$ cat config.mk
export PLATFORM = sky130hd
export DESIGN_NAME = barrel_shifter_pipe
export DESIGN_NICKNAME = d
export VERILOG_FILES = /design/src/rtl/barrel_shifter_pipe.sv
export SDC_FILE = /design/constraint.sdc
export NUM_CORES = 1
export LEC_CHECK = 0
export ABC_AREA = 1
export CAP_MARGIN = 20
export CORE_ASPECT_RATIO = 1.2
export CORE_UTILIZATION = 59
export CTS_BUF_LIST = sky130_fd_sc_hd__clkbuf_4 sky130_fd_sc_hd__clkbuf_8 sky130_fd_sc_hd__clkbuf_16
export CTS_CLUSTER_DIAMETER = 100
export DETAILED_ROUTE_END_ITERATION = 10
export PLACE_DENSITY = 0.84
export REMOVE_ABC_BUFFERS = 1
export SLEW_MARGIN = 5
export SYNTH_ARGS = -nofsm -noshare
export SYNTH_HDL_FRONTEND = slang
export SYNTH_SLANG_ARGS = --single-unit
$ cat constraint.sdc
create_clock -name clk -period 1.9 [get_ports clk]
set_input_delay 0.285 -clock clk [delete_from_list [all_inputs] [get_ports clk]]
set_output_delay 0.285 -clock clk [all_outputs]
set_load 0.02 [all_outputs]
$ cat src/rtl/barrel_shifter_pipe.sv
// Pipelined LSL/LSR/ASR/ROL/ROR barrel shifter, one log2 step per register stage; latency AMT_W cycles.
// Backpressure: one global advance (out_ready | ~out_valid) stalls every stage together; in_ready follows it.
module barrel_shifter_pipe #(
    parameter  int WIDTH = 8,
    localparam int AMT_W = $clog2(WIDTH)
) (
    input  logic             clk,
    input  logic             reset_n,
    input  logic             in_valid,
    output logic             in_ready,
    input  logic [WIDTH-1:0] in_data,
    input  logic [AMT_W-1:0] in_amt,
    input  logic [2:0]       in_mode,
    output logic             out_valid,
    input  logic             out_ready,
    output logic [WIDTH-1:0] out_data,
    output logic             out_zero,
    output logic             out_badmode
);

    localparam logic [2:0] MODE_LSL = 3'd0;
    localparam logic [2:0] MODE_LSR = 3'd1;
    localparam logic [2:0] MODE_ASR = 3'd2;
    localparam logic [2:0] MODE_ROL = 3'd3;
    localparam logic [2:0] MODE_ROR = 3'd4;

    function automatic logic [WIDTH-1:0] shift_step(
        input logic [WIDTH-1:0] d,
        input logic [2:0]       mode,
        input int unsigned      s
    );
        logic [WIDTH-1:0] r;
        case (mode)
            MODE_LSL: r = d << s;
            MODE_LSR: r = d >> s;
            MODE_ASR: r = $signed(d) >>> s;
            MODE_ROL: r = (d << s) | (d >> (WIDTH - s));
            MODE_ROR: r = (d >> s) | (d << (WIDTH - s));
            default:  r = d;
        endcase
        return r;
    endfunction

    logic [WIDTH-1:0] data_q   [AMT_W];
    logic [AMT_W-1:0] amt_q    [AMT_W];
    logic [2:0]       mode_q   [AMT_W];
    logic [AMT_W-1:0] vld_q;

    logic [WIDTH-1:0] src_data [AMT_W];
    logic [AMT_W-1:0] src_amt  [AMT_W];
    logic [2:0]       src_mode [AMT_W];
    logic [AMT_W-1:0] src_vld;
    logic [WIDTH-1:0] nxt_data [AMT_W];
    logic             adv;

    always_comb begin
        adv      = out_ready | ~vld_q[AMT_W-1];
        in_ready = reset_n & adv;

        src_data[0] = in_data;
        src_amt[0]  = in_amt;
        src_mode[0] = in_mode;
        src_vld[0]  = in_valid & in_ready;
        for (int k = 1; k < AMT_W; k++) begin
            src_data[k] = data_q[k-1];
            src_amt[k]  = amt_q[k-1];
            src_mode[k] = mode_q[k-1];
            src_vld[k]  = vld_q[k-1];
        end

        // amt is carried pre-shifted, so bit 0 is always this stage's 2^k select.
        for (int k = 0; k < AMT_W; k++) begin
            nxt_data[k] = src_amt[k][0] ? shift_step(src_data[k], src_mode[k], 1 << k)
                                        : src_data[k];
        end
    end

    always_ff @(posedge clk or negedge reset_n) begin
        if (!reset_n) begin
            vld_q <= '0;
            for (int k = 0; k < AMT_W; k++) begin
                data_q[k] <= '0;
                amt_q[k]  <= '0;
                mode_q[k] <= '0;
            end
        end else if (adv) begin
            vld_q <= src_vld;
            for (int k = 0; k < AMT_W; k++) begin
                data_q[k] <= nxt_data[k];
                amt_q[k]  <= src_amt[k] >> 1;
                mode_q[k] <= src_mode[k];
            end
        end
    end

    assign out_valid   = vld_q[AMT_W-1];
    assign out_data    = data_q[AMT_W-1];
    assign out_zero    = (data_q[AMT_W-1] == '0);
    assign out_badmode = (mode_q[AMT_W-1] > MODE_ROR);

endmodule

# Word-level counts from Yosys, hierarchy flattened
# Index checks and enable logic that the tools add are counted.
dict set report op_classes {
  n_lt_le_gt_ge 1
  eq_ne 12
  n_mux 6
  bitwise_logic 9
  reduce_logical 5
}
# operator count
set op_table {}
lappend op_table {{8-bit one-hot mux with 5 select lines} 2}
lappend op_table {{8-bit one-hot mux with 4 select lines} 1}
lappend op_table {{8-bit 2-to-1 mux} 3}
lappend op_table {{3-bit by 2-bit == test with 1-bit output, second input constant} 6}
lappend op_table {{3-bit by 1-bit == test with 1-bit output, second input constant} 3}
lappend op_table {{3-bit == test, second input constant} 3}
lappend op_table {{3-bit logical NOT} 3}
lappend op_table {{8-bit logical NOT} 1}
lappend op_table {{4-bit by 8-bit OR with 8-bit output} 1}
lappend op_table {{6-bit by 8-bit OR with 8-bit output} 1}
lappend op_table {{7-bit by 8-bit OR with 8-bit output} 1}
lappend op_table {{8-bit by 1-bit OR with 8-bit output} 1}
lappend op_table {{8-bit by 2-bit OR with 8-bit output} 1}
lappend op_table {{3-bit greater-than comparator, second input constant} 1}
lappend op_table {{1-bit bitwise AND} 2}
lappend op_table {{2-bit OR reduction} 1}
lappend op_table {{1-bit NOT} 1}
lappend op_table {{1-bit OR} 1}
dict set report totals {
  reg_bits 39
  inputBits 18
  out_inout_bits 12
  wordCells 42
}

# Depth between registers and ports, before layout
dict set report depth {
  depth_word 4
  mapped_depth 9
  mapped_depth_nobuf 9
}

# Worst setup path before layout
# Ideal clock, no wire load.
dict set report synth_path {
  kind {reg-to-output}
  from {register vld_q[2]}
  to {output in_ready}
  arrival_ns 1.027
  required_ns 1.615
  path_slack_ns 0.588
  stages_incl_launch_ff 5
  n_path_buf 1
  cell_sequence {dfrtp_1 > inv_1 > nor2_1 > buf_4 > nor2_1}
}
dict set report synth_via {
  elab_chain_len 3
}
# element line_no
set synth_lines {}
lappend synth_lines {{from (decl)} 47} ;# logic [AMT_W-1:0] vld_q;
lappend synth_lines {{from (signal assigned)} 87} ;# vld_q <= src_vld;
lappend synth_lines {{1-bit NOT} 57} ;# adv = out_ready | ~vld_q[AMT_W-1];
lappend synth_lines {{1-bit OR} 57}
lappend synth_lines {{1-bit bitwise AND} 58} ;# in_ready = reset_n & adv;
lappend synth_lines {{to (decl)} 10} ;# output logic in_ready,
# No other way between the ends.

# Worst setup path after layout
dict set report layout_path {
  from {register data_q, in the netlist out_data[5]}
  to {output out_zero}
}
dict set report layout_via {
  elab_chain_len 1
}
# element line_no
set layout_lines {}
lappend layout_lines {{from (decl)} 44} ;# logic [WIDTH-1:0] data_q [AMT_W];
lappend layout_lines {{from (signal, indexed assignment)} 89} ;# data_q[k] <= nxt_data[k];
lappend layout_lines {{8-bit logical NOT} 98} ;# assign out_zero = (data_q[AMT_W-1] == '0);
lappend layout_lines {{to (decl)} 17} ;# output logic out_zero,
# No other way between the ends.

==> results.yml <==
outcome:
  status: "finished, final reports clean"
global_route:
  busiest_layer: "met2"
  globalRouteMet1Util_pct: 27.3
  grtUsageMet3_pct: 4.57
  grt_pass1_vias: 2042
  grt_use_met2_pct: 48.4
  grt_first_pass_wirelength_um: 8240
  gr-total-overflow: 0
  grt_max_degree: 52
  track_usage_pct: 25.6
  grt_antenna_before_repair: 0
synthesis:
  netlist-cell-type-count: 28
  synth-edff-count: 0
  ys_warn_count: 0
  syn_avg_cell_area_um2: 6.96
  syn-cell-area_mm2: 0.00231
  synth.area.top_cells: "dfrtp_1 42%, nand2_1 22%, nor2_1 5.2%"
  yosys.area.top_type: "dfrtp_1"
  synth_top_area_share_pct: 42.3
  synthCells: 332
  synth-async-reset-ratio_pct: 100
  yosysSeqAreaShare_pct: 42.3
  synth_seq_cells: 39
  synthFlopType: "dfrtp_1"
placement:
  port_buffers: 29
  place_inst: 401
  finalWeightedCongestion: 0.869
  post-dp-hpwl_um: 3240
die:
  core_area_mm2: 0.00369
  die_h_um: 70.5
  rows: 24
  start_util_pct: 62.5
  die_w_um: 59.1
  die_area_mm2: 0.00417
  design.portCount: 30
worst_setup_path:
  startpoint_type: "register"
  cp_cell_sequence: "nor4_1 -> and2_1 -> dlygate4sd2_1"
  end_kind: "primary output"
  crit_arrival_ps: 1440
  critPathKind: "reg -> out"
  crit_slowest_cell: "dfrtp_1"
  r2r_setup_slack_ps: 430
  cp_max_fo: 3
  r2r_cells: 7
  r2r_end: "data_q[15]"
  crit_buf_inv: 1
  cp_top_family: "simple AND/OR/NAND/NOR gates"
  cp.required_ps: 1620
  max_stage_delay_ps: 390
  worstReg2RegStart: "vld_q[2]"
cells_and_area:
  nNetsFinal: 374
  layout-drive-gt1-share_pct: 8.68
  final_common_cell: "nand2_1"
  stdcell_count: 409
  n_antenna_cell: 0
  syn_to_final_growth_pct: 15.4
  layout_common_cells: "135 x nand2_1, 39 x dfrtp_1, 31 x nor2_1, 26 x clkdlybuf4s50_1, 25 x inv_1"
clock_network:
  postCtsSetupBuffers: 0
  clk_pin_slew_ps: 70
  cts_sinks: 39
  cts_buffers: 5
  root_buffer: "clkbuf_8"
  cts_hold_buf: 0
  htreeDepth: 2
  tritoncts: "done"
  cts_buffer_depth: 2
  clock_latency_ps: 290
route:
  firstDrtPassIters: 4
  detail-route-antenna-nets: 0
  wl_per_cell_um: 11.3
  drcViolationCount: 0
  dr_total_vias: 2087
  wl_um: 4610
  drt_iter0_drc: 89
  vias_per_cell: 5.10
sta:
  max_slew_margin_pct: 68.0
  period_share_pct: 90.9
  slew_viol_final: 0
  clock.fmax_ghz: 0.579
  final.min_clock_period_ps: 1730
  finalSetupViolCount: 0
  rsz0062_at_grt: "no"
  tightest_slew_ps: 480
  finClkSkew_ps: 4.62
  hold_viol: 0
  hold-worst-slack_ps: 64.0
pwr:
  vdd_drop_max_mv: 0.605
  p_leak_nw: 1.36
  power_density_mw_per_mm2: 1140
job:
  drv_cap: 0
hold_path:
  hp-class: "in -> async"
power breakdown:
group          switching, mW  total, mW  internal, mW
clock                  0.272      0.558         0.286
sequential             0.208       1.30          1.09
combinational          0.705       1.20         0.493
total                   1.19       3.05          1.87
worst reg2reg max path, delay by kind of cell (launching register included):
family                 cells  cell delay (ps)
buffers and inverters      3              680
flip-flops                 1              340
AND/OR/NAND/NOR            3              230
AO/OA/AOI/OAI              1              110
logic make-up (layout without fill, tap and decap cells):
kind of cell,Yosys count,after routing,share of synthesized area [%]
compound gates,35,35,8.78
simple gates,209,209,38.2
flops,39,39,42.3
buf+inv,49,74,10.8
how the worst max path moves through the flow:
stage | start | end | depth (start not counted)
2_1_floorplan | vld_q[2] | out_data[0] | 5
3_3_place_gp | out_ready | in_ready | 4
3_5_place_dp | out_ready | in_ready | 4
4_1_cts | out_ready | in_ready | 4
5_1_grt | out_data[5] | out_zero | 3
6_report | out_data[5] | out_zero | 3
sequential cells by signal (all words and copies together) (netlist names):
register,count
amt_q,3
vld_q,3
mode_q,9
out_data,8
data_q,16
cell usage after synthesis (2+ instances only):
cell type  number
nand3_1        23
buf_2           2
buf_4          12
inv_2           4
nand2_2         2
nand2_4         2
o21ai_0        16
nor3_1          2
nand2_1       135
nand4_1         4
a21oi_1        15
nor2_1         32
nor4_1          2
clkinv_1        3
dfrtp_1        39
nor2_2          2
inv_1          25
nor2_4          2
metrics by stage:
step / cell area, um2 / TNS, ps / power, mW / util (%) / setup WS (ps)
CTS: 2660 / 0 / 3.06 / 72.1 / 15.6
floorplan: 2180 / -41850 / 2.05 / - / -1470
global placement: 2580 / 0 / 2.46 / 69.7 / 19.6
finish: 2670 / 0 / 3.05 / 72.2 / 172
global route: 2670 / 0 / 3.29 / 72.2 / 84.6
detailed placement: 2580 / 0 / 2.50 / 69.7 / 22.3
layout make-up:
cell class,count,area (um2)
Multi-Input combinational cell,244,1090
Fill cell,309,1030
Sequential cell,39,976
Timing Repair Buffer,34,324
Inverter,32,120
Clock buffer,7,83.8
Tap cell,52,65.1
Clock inverter,1,5.00
repair_timing:
item,4_1_cts,5_1_grt
setup endpoints to repair,1,1
resized for setup,1,1
pin swaps,0,0
metal layers:
layer,routed length (um),up-vias
met4,96,0
met5,0,-
met2,2490,52
li1,-,1083
met3,134,8
met1,1880,944
Power figures use the tool's default switching activity.
